===== src/rtl/uart_param_framer.sv =====
// Recovers sync/payload/XOR-checksum parameter records from a UART byte stream
// and publishes each accepted payload atomically with a one-cycle valid strobe.
module uart_param_framer #(
    parameter int unsigned PARAM_BYTES    = 26,
    parameter logic [7:0]  SYNC_BYTE      = 8'hA5,
    parameter int unsigned TIMEOUT_CYCLES = 1000000
) (
    input  logic                       clk,
    input  logic                       reset,
    input  logic [7:0]                 rx_data_i,
    input  logic                       rx_valid_i,
    output logic [8*PARAM_BYTES-1:0]   params_o,
    output logic                       params_valid_o,
    output logic                       busy_o,
    output logic                       err_checksum_o,
    output logic                       err_timeout_o,
    output logic [15:0]                frame_count_o
);

    localparam int unsigned IDX_W = (PARAM_BYTES > 1) ? $clog2(PARAM_BYTES) : 1;
    localparam int unsigned TMR_W = $clog2(TIMEOUT_CYCLES);
    localparam logic [IDX_W-1:0] IDX_LAST = IDX_W'(PARAM_BYTES - 1);
    localparam logic [TMR_W-1:0] TMR_LAST = TMR_W'(TIMEOUT_CYCLES - 1);

    typedef enum logic [1:0] {
        ST_IDLE    = 2'd0,
        ST_PAYLOAD = 2'd1,
        ST_CHECK   = 2'd2
    } state_t;

    state_t                     state_q;
    logic [8*PARAM_BYTES-1:0]   shadow_q;
    logic [8*PARAM_BYTES-1:0]   params_q;
    logic [IDX_W-1:0]           idx_q;
    logic [7:0]                 xor_q;
    logic [TMR_W-1:0]           tmr_q;
    logic                       params_valid_q;
    logic                       busy_q;
    logic                       err_checksum_q;
    logic                       err_timeout_q;
    logic [15:0]                frame_count_q;

    // Frame FSM: timer, shadow capture, checksum verdict and all registered outputs.
    always_ff @(posedge clk) begin
        if (reset) begin
            state_q        <= ST_IDLE;
            shadow_q       <= '0;
            params_q       <= '0;
            idx_q          <= '0;
            xor_q          <= 8'h00;
            tmr_q          <= '0;
            params_valid_q <= 1'b0;
            busy_q         <= 1'b0;
            err_checksum_q <= 1'b0;
            err_timeout_q  <= 1'b0;
            frame_count_q  <= 16'h0000;
        end else begin
            params_valid_q <= 1'b0;
            err_checksum_q <= 1'b0;
            err_timeout_q  <= 1'b0;
            // An idle cycle inside a frame only advances the inter-byte timer;
            // a byte arriving on the expiry cycle takes the normal path below.
            if ((state_q != ST_IDLE) && !rx_valid_i) begin
                if (tmr_q == TMR_LAST) begin
                    err_timeout_q <= 1'b1;
                    state_q       <= ST_IDLE;
                    busy_q        <= 1'b0;
                    tmr_q         <= '0;
                end else begin
                    tmr_q <= tmr_q + 1'b1;
                end
            end else if (rx_valid_i) begin
                case (state_q)
                    ST_IDLE: begin
                        if (rx_data_i == SYNC_BYTE) begin
                            state_q <= ST_PAYLOAD;
                            idx_q   <= IDX_LAST;
                            xor_q   <= 8'h00;
                            tmr_q   <= '0;
                            busy_q  <= 1'b1;
                        end else begin
                            state_q <= ST_IDLE;
                        end
                    end
                    ST_PAYLOAD: begin
                        shadow_q[{idx_q, 3'b000} +: 8] <= rx_data_i;
                        xor_q <= xor_q ^ rx_data_i;
                        tmr_q <= '0;
                        if (idx_q == '0) begin
                            state_q <= ST_CHECK;
                        end else begin
                            idx_q <= idx_q - 1'b1;
                        end
                    end
                    ST_CHECK: begin
                        if (rx_data_i == xor_q) begin
                            params_q       <= shadow_q;
                            params_valid_q <= 1'b1;
                            frame_count_q  <= frame_count_q + 16'd1;
                        end else begin
                            err_checksum_q <= 1'b1;
                        end
                        state_q <= ST_IDLE;
                        busy_q  <= 1'b0;
                        tmr_q   <= '0;
                    end
                    default: begin
                        state_q <= ST_IDLE;
                        busy_q  <= 1'b0;
                    end
                endcase
            end else begin
                tmr_q <= '0;
            end
        end
    end

    assign params_o       = params_q;
    assign params_valid_o = params_valid_q;
    assign busy_o         = busy_q;
    assign err_checksum_o = err_checksum_q;
    assign err_timeout_o  = err_timeout_q;
    assign frame_count_o  = frame_count_q;

endmodule

===== config.mk =====
export PLATFORM = sky130hd
export DESIGN_NAME = uart_param_framer
export DESIGN_NICKNAME = d
export VERILOG_FILES = /design/src/rtl/uart_param_framer.sv
export SDC_FILE = /design/constraint.sdc
export NUM_CORES = 1
export LEC_CHECK = 0
export ABC_AREA = 0
export BUFFER_PORTS_ARGS = -buffer_cell sky130_fd_sc_hd__buf_2
export CORE_ASPECT_RATIO = 0.5
export CORE_MARGIN = 2
export CORE_UTILIZATION = 50
export DETAILED_ROUTE_END_ITERATION = 8
export PLACE_DENSITY = 0.71
export SLEW_MARGIN = 20
export SYNTH_ARGS = -nofsm -noshare
export SYNTH_HDL_FRONTEND = slang
export SYNTH_SLANG_ARGS = --single-unit

===== constraint.sdc =====
create_clock -name clk -period 3.7 [get_ports clk]
set_input_delay 0.74 -clock clk [delete_from_list [all_inputs] [get_ports clk]]
set_output_delay 0.74 -clock clk [all_outputs]
set_load 0.02 [all_outputs]

==> summary.txt <==
Placement
  – Post-DP HPWL: 30.0 mm
  – Port Buffers: 238
  – Post-Place Cells: 2716
  – DP Area: 0.0193 mm²
  – Global placement routability congestion: 0.845

Route
  – DR pass1 iterations: 5
  – Post-route ant nets: 0
  – Detailed-route via count: 15100
  – Drt via density: 5.42
  – DR WL/cell: 16.9 µm
  – Final WL: 47.2 mm
  – DRC viols: 0
  – 1st-iter DRT viols: 1352

Status
  – Outcome: complete, no violations

CTS
  – Clk sinks: 471
  – Number of buffers created by CTS: 41
  – CTS tree: yes
  – Clk buf depth: 3
  – Root Buffer: clkbuf_16
  – H-tree levels: 2
  – Clk_lat worst skew: 0.55 ns
  – Post-CTS setup buffers: 0
  – Post-CTS Resized: 0
  – Clk slew on worst S/H paths: 0.07 ns
  – Hold_buf cts: 0

Cells and area
  – Nets@finish: 2306
  – Layout area overhead: 16.5%
  – ANT cells: 0
  – Layout cells sized above 1: 15.9%
  – Finished Cell Area: 0.0208 mm²
  – Fin util: 59.7%
  – Final Non-Filler Cells: 2790

Setup path
  – Worst path max stage delay: 0.51 ns
  – Cell at the slowest stage of the critical path: a211oi_4
  – FF-to-FF Start: idx_q[1]
  – R2R setup slack: 0.40 ns
  – CP Data Arrival Time: 3.78 ns
  – RR Endpoint: shadow_q[48]
  – CP startpoint: idx_q[1]
  – Worst-path fanout max: 16
  – Crit path cell chain: inv_1 > ha_1 > nor3b_1 > ha_1 > nand3_1 > a211oi_4 > nand3_1 > or3_1 > a21oi_1
  – Kind of start point of the critical path: register
  – Kind of critical path: register to register
  – Crit end category: register
  – Crit path required time: 4.18 ns
  – FF-to-FF path depth: 9

Logic synthesis
  – Yosys top cell area share: 52.9%
  – Yosys warns: 0
  – Post-synth net total: 2156
  – Syn_area_per_cell: 8.35 µm²
  – Async SR Flop Fraction: 0%
  – Synth Cell Area: 0.0178 mm²
  – Sequential-to-total area share from yosys stat: 52.9%
  – Yosys top cell by area: dfxtp_1
  – Top-count cell post-synth: nand2_1
  – Ys flop type: dfxtp_1
  – Top cell types by occurrence after synthesis: nand2_1, dfxtp_1, a21oi_1
  – Mapped Cells: 2134
  – Distinct cell type count after synthesis: 64
  – Post-synth EDFFs: 0
  – Top cells by area, synth: dfxtp_1, nand2_1, a21oi_1
  – Synthesized flop and latch total: 471

Global routing
  – GR Util met3: 3.94%
  – Global routing usage on met2: 40.0%
  – Largest net degree at the start of global routing: 136
  – First-pass GRT wire length: 72.9 mm
  – Gr usage total: 24.2%
  – Vias in the first global route: 13700
  – GR peak layer: met2
  – GR met1 Demand/Resource: 33.3%
  – Initial antenna violation count: 0
  – Gr ovfl total: 0

STA
  – Worst Skew: 0.0170 ns
  – Finish-stage setup viols: 0
  – Maximum clock rate: 303 MHz
  – RSZ-0062 raised after global routing: no
  – Crit path time final: 3.30 ns
  – Fin. Hold Viols: 0
  – Final TNS setup: 0 ns
  – Slew of the pin with the lowest slew margin: 1.05 ns
  – Slew margin rel.: 29.9%
  – Crit share post-route: 89.3%
  – Max-slew violations: 0

Worst hold path
  – Hold_sp: params_o[36]
  – Hold Crit Depth: 2
  – Hold endpoint: params_o[36]
  – Worst hold path type: register to register

Floorplan
  – Die Y-Extent: 138 µm
  – Initial Util: 51.3%
  – Die Span X: 271 µm
  – Core footprint: 0.0348 mm²
  – Row cnt: 48
  – Ports: 239
  – Die area: 0.0373 mm²

Power
  – Peak VDD IR: 0.000252 V
  – Power density cells: 481 mW/mm²
  – Pleak: 7.87 nW

Job
  – Max-cap violations: 0
[metrics by stage]
step           setup slack (ns)  power (mW)  hold slack [ns]
2_1_floorplan             0.681        5.36            0.431
5_1_grt                   0.156        10.3            0.462
4_1_cts                   0.462        10.0            0.447
6_report                  0.395        9.99            0.449
3_5_place_dp              0.471        5.45            0.443
3_3_place_gp              0.598        5.45            0.437
[state kept, by name, summed over array words and instances (netlist names)]
name and flops:
busy_o 1, xor_q 8, params_valid_o 1, params_o 208, idx_q 5, shadow_q 208, err_checksum_o 1, tmr_q 20
err_timeout_o 1, state_q 2, frame_count_o 16
[critical path: cells and delay by family, from the launching register on]
kind / cells / cell delay (ns)
DFF: 1 / 0.50
adders and majority gates: 2 / 0.63
AOI/OAI and AO/OA: 2 / 0.63
and+or+nand+nor: 4 / 1.32
buffers and inverters: 1 / 0.13
[cells in the final DEF (no fill, tap or decap), types with 10 or more instances in the layout]
| cell | instances |
|---|---|
| clkbuf_16 | 43 |
| a21oi_1 | 309 |
| nor2_1 | 114 |
| nand2_1 | 567 |
| o21ai_0 | 68 |
| nor4_1 | 10 |
| inv_1 | 15 |
| nand2b_1 | 14 |
| mux2i_1 | 65 |
| xnor2_1 | 20 |
| buf_4 | 25 |
| nand3b_1 | 67 |
| nand3_1 | 82 |
| and3_1 | 10 |
| clkinv_2 | 10 |
| nand4_1 | 18 |
| buf_2 | 237 |
| ha_1 | 11 |
| dfxtp_1 | 471 |
| or3_1 | 29 |
[area by class of cell]
cell class | instances | area (µm²)
fill | 3121 | 14000
sequential | 471 | 9430
multi-input combinational | 1487 | 7740
timing repair buffer | 268 | 1490
clock buffer | 55 | 1170
tap | 475 | 594
clock inverter | 19 | 277
inverter | 15 | 56.3
[how the worst max path moves through the flow]
stage / endpoint / cells after the start
finish: shadow_q[48] / 9
detailed placement: shadow_q[114] / 9
CTS: shadow_q[114] / 9
floorplan: shadow_q[205] / 12
global route: shadow_q[53] / 9
global placement: shadow_q[114] / 9
[per-layer routing]
| metal | share of wire (%) | up-vias |
|---|---|---|
| li1 | - | 7474 |
| met1 | 45 | 7212 |
| met2 | 48 | 364 |
| met3 | 5.3 | 58 |
| met4 | 1.8 | 0 |
| met5 | 0 | - |
[power by group]
part           internal (mW)  switching, mW  total, mW
clock network           2.72           1.93       4.65
logic                 0.0576          0.206      0.264
registers               5.07        0.00331       5.07
[cell families after synthesis]
family          count (synthesis)  synth area share [%]
compound gates                417                  12.5
simple gates                  964                  24.8
mux                            66                  3.71
buf+inv                       176                  3.85
xor+xnor                       29                  1.42
fa+ha+maj                      11                 0.772
flops                         471                  52.9
Power figures use the tool's default switching activity.
